===== config.mk =====
export PLATFORM = sky130hd
export DESIGN_NAME = secure_serdes_decryptor_core
export DESIGN_NICKNAME = d
export VERILOG_FILES = /design/src/rtl/secure_serdes_decryptor_core.sv
export SDC_FILE = /design/constraint.sdc
export NUM_CORES = 1
export LEC_CHECK = 0
export CAP_MARGIN = 5
export CORE_ASPECT_RATIO = 1.25
export CORE_MARGIN = 10
export CORE_UTILIZATION = 56
export DETAILED_ROUTE_END_ITERATION = 16
export PLACE_DENSITY = 0.87
export SLEW_MARGIN = 10
export SYNTH_ARGS = -nofsm -noshare
export SYNTH_HDL_FRONTEND = slang
export SYNTH_SLANG_ARGS = --single-unit

===== constraint.sdc =====
create_clock -name clk -period 2.8 [get_ports clk]
set_input_delay 0.28 -clock clk [delete_from_list [all_inputs] [get_ports clk]]
set_output_delay 0.28 -clock clk [all_outputs]
set_load 0.005 [all_outputs]

===== src/rtl/secure_serdes_decryptor_core.sv =====
// rtl/secure_serdes_decryptor_core.sv - serial cipher receiver, XOR decryptor and output FIFO
module secure_serdes_decryptor_core #(
   parameter logic [7:0] KEY_BYTE   = 8'h34,
   parameter int         FIFO_DEPTH = 4,
   parameter bit         CHECK_DONE = 1'b1
) (
   input  logic                            clk,
   input  logic                            rst,
   input  logic                            start,
   input  logic                            cipher_in,
   input  logic                            tx_done,
   output logic [7:0]                      out_data,
   output logic                            out_valid,
   input  logic                            out_ready,
   output logic [$clog2(FIFO_DEPTH):0]     fifo_count,
   output logic                            busy,
   output logic                            frame_err,
   output logic                            overflow
);

   localparam int AW = $clog2(FIFO_DEPTH);
   localparam int CW = AW + 1;

   typedef enum logic [1:0] {
      IDLE    = 2'd0,
      RECV    = 2'd1,
      DECRYPT = 2'd2
   } state_t;

   state_t        state, state_next;
   logic [7:0]    shreg, shreg_next;
   logic [2:0]    bit_cnt, bit_cnt_next;
   logic          frame_err_next;
   logic          push_req;

   logic [7:0]    mem [FIFO_DEPTH];
   logic [AW-1:0] rd_ptr, wr_ptr;
   logic [CW-1:0] count;
   logic          full;
   logic          push, pop, drop;

   // State, shift register, bit counter and error pulse registers
   always_ff @(posedge clk or posedge rst) begin
      if (rst) begin
         state     <= IDLE;
         shreg     <= 8'h00;
         bit_cnt   <= 3'd0;
         frame_err <= 1'b0;
      end else begin
         state     <= state_next;
         shreg     <= shreg_next;
         bit_cnt   <= bit_cnt_next;
         frame_err <= frame_err_next;
      end
   end

   // Next-state logic: bit capture, framing check and abort on restart
   always_comb begin
      state_next     = state;
      shreg_next     = shreg;
      bit_cnt_next   = bit_cnt;
      frame_err_next = 1'b0;
      push_req       = 1'b0;
      case (state)
         IDLE: begin
            if (start) begin
               state_next   = RECV;
               bit_cnt_next = 3'd0;
            end
         end
         RECV: begin
            if (start) begin
               // A new start abandons the partial byte; the next edge is bit 0
               frame_err_next = 1'b1;
               bit_cnt_next   = 3'd0;
            end else begin
               shreg_next   = {shreg[6:0], cipher_in};
               bit_cnt_next = bit_cnt + 3'd1;
               if (bit_cnt == 3'd7) begin
                  if (CHECK_DONE && !tx_done) begin
                     frame_err_next = 1'b1;
                     state_next     = IDLE;
                  end else begin
                     state_next = DECRYPT;
                  end
               end
            end
         end
         DECRYPT: begin
            push_req   = 1'b1;
            state_next = IDLE;
         end
         default: state_next = IDLE;
      endcase
   end

   assign full = (count == CW'(FIFO_DEPTH));
   assign pop  = out_valid & out_ready;
   // A pop in the same cycle frees the slot, so a full FIFO can still accept
   assign push = push_req & (~full | pop);
   assign drop = push_req & full & ~pop;

   // FIFO storage; only written on an accepted push
   always_ff @(posedge clk) begin
      if (push)
         mem[wr_ptr] <= shreg ^ KEY_BYTE;
   end

   // FIFO pointers, occupancy and sticky overflow flag
   always_ff @(posedge clk or posedge rst) begin
      if (rst) begin
         rd_ptr   <= '0;
         wr_ptr   <= '0;
         count    <= '0;
         overflow <= 1'b0;
      end else begin
         if (push)
            wr_ptr <= wr_ptr + 1'b1;
         if (pop)
            rd_ptr <= rd_ptr + 1'b1;
         case ({push, pop})
            2'b10:   count <= count + 1'b1;
            2'b01:   count <= count - 1'b1;
            default: count <= count;
         endcase
         if (drop)
            overflow <= 1'b1;
      end
   end

   assign out_valid  = (count != '0);
   // Gated so the (unreset) storage never shows through after reset
   assign out_data   = out_valid ? mem[rd_ptr] : 8'h00;
   assign fifo_count = count;
   assign busy       = (state != IDLE);

endmodule


# Yosys cells after proc, flatten, opt, wreduce, memory -nomap -nowiden
# Memory sizes are Yosys's and may differ from the RTL's.
# Cells that the tools add are included.
[totals]
regBits = 22
mem_bits_rw = 32
in_bits = 6
output_inout_bits = 15
word_cells = 57
mem_count = 1
[memory_table]
columns = ["memory", "words", "word_bits", "read_ports", "rd_clocked_by_memory_dff", "write_ports", "line", "source"]
rows = [
  ["mem", 4, 8, 1, 0, 1, "36", "logic [7:0] mem [FIFO_DEPTH];"],
]
[op_classes]
addsub = 5
n_eq_ne = 9
muxes = 17
n_bitwise = 9
n_reduce_logical = 8
[ops]
columns = ["op", "count"]
rows = [
  ["$pmux W3 S2", 2],
  ["$mux W2", 4],
  ["$mux W8", 1],
  ["$mux W1", 7],
  ["$add A3 B1 Y3 const B", 2],
  ["$eq A3 B3 Y1 const B", 2],
  ["$mux W3", 2],
  ["$ne A2 B2 Y1 const B", 3],
  ["$reduce_bool A2 Y1", 3],
  ["$add A2 B1 Y2 const B", 2],
  ["$and A1 B1 Y1", 4],
  ["$eq A2 B1 Y1 const B", 2],
  ["$eq A2 B2 Y1 const B", 2],
  ["$pmux W2 S2", 1],
  ["$reduce_and A2 Y1", 2],
  ["$not A1 Y1", 3],
  ["$not A3 Y3", 1],
  ["$reduce_and A3 Y1", 1],
  ["$reduce_bool A3 Y1", 1],
  ["$sub A3 B1 Y3 const B", 1],
  ["$logic_not A2 Y1", 1],
  ["$or A1 B1 Y1", 1],
]

# Depth between registers and ports, before layout
[depth]
ltp_word = 6
mapped_depth = 7
depth_no_buf = 6

# Worst setup path after synthesis
# No wires, ideal clock.
[synth_timing]
path_kind = "register -> register"
startpoint = "register count[1] (netlist: fifo_count[1])"
endpoint = "register count[2] (netlist: fifo_count[2])"
setup_ps = 126
arrival_time_ps = 2030
required_time_ps = 2674
setup_slack_ps = 644
path_stages_with_launch = 7
n_path_buf = 1
synth_period_minus_slack_ps = 2156
cell_sequence = "dfrtp_1 > or3_1 > clkbuf_1 > nand3_1 > fa_1 > or3_1 > a311o_1"
[synth_via]
elab_chain_cells = 6
elab_cells_between_ends = 12
classes_between = "add/sub (2); eq/ne (3); mux (1); bitwise (4); reduce/logical (2)"
[synth_rtl]
columns = ["item", "line", "source"]
rows = [
  ["start, declared", "38", "logic [CW-1:0] count;"],
  ["start signal, assigned", "122", "2'b10: count <= count + 1'b1;"],
  ["start signal, assigned", "123", "2'b01: count <= count - 1'b1;"],
  ["start signal, assigned", "124", "default: count <= count;"],
  ["$reduce_bool A3 Y1 (*)", "131", "assign out_valid = (count != '0);"],
  ["net out_valid", "13", "output logic out_valid,"],
  ["$and A1 B1 Y1 (*)", "98", "assign pop = out_valid & out_ready;"],
  ["$or A1 B1 Y1", "100", "assign push = push_req & (~full | pop);"],
  ["$and A1 B1 Y1", "100", ""],
  ["$eq A2 B1 Y1 / $eq A2 B2 Y1 (equally long branches)", "121", "case ({push, pop})"],
  ["$pmux W3 S2 / $reduce_bool A2 Y1 (equally long branches)", "--", ""],
]
# The timed path passes the listed nets; every way through them passes the cells marked *.
# A chain may end at the register's enable or synchronous reset.

# Final worst setup path
[layout_timing]
startpoint = "register rd_ptr[0]"
endpoint = "output out_data[5]"
[layout_via]
elab_chain_cells = 2
[layout_rtl]
columns = ["item", "line", "source"]
rows = [
  ["start, declared", "37", "logic [AW-1:0] rd_ptr, wr_ptr;"],
  ["start signal, assigned", "120", "rd_ptr <= rd_ptr + 1'b1;"],
  ["$mem_v2 Z4 W8", "--", ""],
  ["$mux W8", "133", "assign out_data = out_valid ? mem[rd_ptr] : 8'h00;"],
  ["end, declared", "12", "output logic [7:0] out_data,"],
]
# Every way passes these cells.

==> impl_metrics.json <==
{
  "maxSlewHeadroom": 0.418,
  "numCtsBuffers": 5,
  "hold_buffers": 0,
  "clock_path_buffers": 2,
  "die_h_um": 91.8,
  "first_pass_iters": 4,
  "finClkSkew_ps": 11.4,
  "worstSetupStartpointType": "flop",
  "cts_setup_buffers": 0,
  "wl_per_cell_um": 17.9,
  "max_freq_ghz": 0.400,
  "ant_nets": 0,
  "arrival_ps": 2220,
  "area.sequential_mm2": 0.00151,
  "synth_nets": 164,
  "n_antenna_cell": 0,
  "reg2reg_depth": 5,
  "start_util": 0.572,
  "finalWeightedCongestion": 0.715,
  "rr_endpoint": "fifo_count[2]",
  "synth_cells": 151,
  "drv_cap": 0,
  "critPathKind": "flop to primary output",
  "synth_cell_types": 35,
  "antenna_found_initial": 0,
  "power.total_mw": 2.23,
  "cts_resized": 0,
  "p_sw_mw": 0.613,
  "root_buffer": "clkbuf_8",
  "grt_pass1_wl_um": 6880,
  "outcome": "finished, final reports clean",
  "clockPowerShare": 0.232,
  "core_area_mm2": 0.00403,
  "cellPowerDensity_mw_per_mm2": 838,
  "netlist_area_mm2": 0.00231,
  "drt_wl_total_um": 4110,
  "startpoint": "rd_ptr[0]",
  "grt_pass1_vias": 1444,
  "synth-async-reset-ratio": 0.407,
  "clk_pin_slew_worst_paths_ps": 90,
  "syn_area_per_cell_um2": 15.3,
  "multiInputGateArea_um2": 721,
  "clock_latency_ps": 320,
  "drv_slew": 0,
  "htree_levels": 2,
  "dp_cells": 222,
  "regToRegStartpoint": "fifo_count[1]",
  "design_area_mm2": 0.00266,
  "pin_count": 21,
  "vdd_drop_max_mv": 0.453,
  "r2r_setup_slack_ps": 490,
  "timing_hold_violations_final": 0,
  "cts_tree": "yes",
  "hp-class": "input pin to async pin",
  "portBuffers": 20,
  "rows": 26,
  "critPathMaxFanout": 10,
  "p_int_mw": 1.61,
  "track_usage": 0.125,
  "final_cell_mix": "edfxtp_1, dfrtp_1, clkdlybuf4s50_1, and2_1, inv_1",
  "rsz0062_at_grt": "no",
  "vias_per_cell": 5.48,
  "end_kind": "primary output",
  "nets": 186,
  "setup_viol": 0,
  "post-dp-hpwl_um": 2880,
  "switching_share": 0.276,
  "seqPwrFrac": 0.482,
  "ys_seq_area_frac": 0.655,
  "pre_cts_ws_ps": 534,
  "route.detailed.drc": 0,
  "p_leak_nw": 1.00,
  "fillers": 301,
  "setup-tns-final_ps": 0,
  "synth_edf_count": 32,
  "grt.overflow.total": 0,
  "fin_ws_ps": 298,
  "timing.final.crit_share": 0.893,
  "vias": 1260,
  "grt_max_degree": 23,
  "ys_warn_count": 0,
  "die_area_mm2": 0.00711,
  "drive_gt1_frac": 0.138,
  "cts_sinks": 54,
  "place_area_mm2": 0.00255,
  "cp.required_ps": 2520,
  "synth-seq-cells": 54,
  "areaGrowthSynthToFinish_pct": 15.1,
  "die_w_um": 77.4,
  "layout.cells.non_filler": 230,
  "layout_commonest_cell": "edfxtp_1",
  "final_util": 0.659,
  "worst_pin_slew_ps": 872,
  "whs_ps": 437,
  "synth_flop_cell": "edfxtp_1",
  "layout_min_cycle_time_ps": 2500,
  "combPwrFrac": 0.285,
  "drt_iter0_drc": 84
}
-- critical path, stage by stage, from the launching register on --
cell and delay, ps:
dfrtp_1 710, mux4_2 570, and2_1 180, clkdlybuf4s50_1 450
-- power by group through the flow --
stage	sequential (mW)	clock, mW	combinational (mW)
after floorplan	1.01	0	0.415
after global routing	1.10	0.552	0.700
after CTS	1.08	0.523	0.650
final	1.07	0.517	0.635
after detailed placement	1.09	0	0.645
after global placement	1.08	0	0.611
-- flip-flops by register name, summed over array words and instances, names as in the netlist --
register    cells
fifo_count      3
rd_ptr          2
mem            32
state           2
bit_cnt         3
wr_ptr          2
frame_err       1
shreg           8
overflow        1
-- cell families (layout without fill, tap and decap cells) --
group | Yosys count | count (layout) | synth area share
compound gates | 18 | 18 | 0.0520
xor+xnor | 5 | 5 | 0.0190
fa+ha+maj | 7 | 7 | 0.0412
buf+inv | 16 | 39 | 0.0331
flops | 54 | 54 | 0.655
mux | 14 | 14 | 0.107
simple gates | 37 | 37 | 0.0927
-- synthesized netlist by cell type (all sizes together) (2+ instances only) --
cell type	number	area, µm²
buf	4	31.3
or2b	2	15.0
mux2	6	67.6
inv	10	37.5
a22o	2	17.5
and2	12	75.1
nand2	6	22.5
clkbuf	2	7.51
mux4	8	180
o21ai	4	20.0
or3	2	12.5
nor2	5	26.3
nor4	2	12.5
nand3	4	20.0
edfxtp	32	961
ha	6	75.1
a21oi	5	25.0
dfrtp	22	551
xnor2	5	43.8
-- metal layers --
metal,global-route usage,wire [µm],vias to the layer above
met5,0,0,-
met4,0.0671,104,0
met3,0.0479,216,10
met2,0.228,2290,26
met1,0.119,1500,636
li1,-,-,588
-- worst max-delay path by stage --
stage	slack [ps]	end	depth (start not counted)
2_1_floorplan	640	fifo_count[2]	6
3_3_place_gp	620	fifo_count[2]	5
3_5_place_dp	530	fifo_count[2]	5
4_1_cts	270	out_data[5]	3
5_1_grt	150	out_data[3]	3
6_report	300	out_data[5]	3
-- area by class of cell --
cell class              count  share of cell area
clock buffers               6              0.0273
clock inverters             2              0.0141
inverters                  10              0.0141
multi-input cells          81               0.271
flip-flops and latches     54               0.569
well taps                  56              0.0264
repair buffers             21              0.0782
Note: power is estimated with default switching activity, not from simulation.
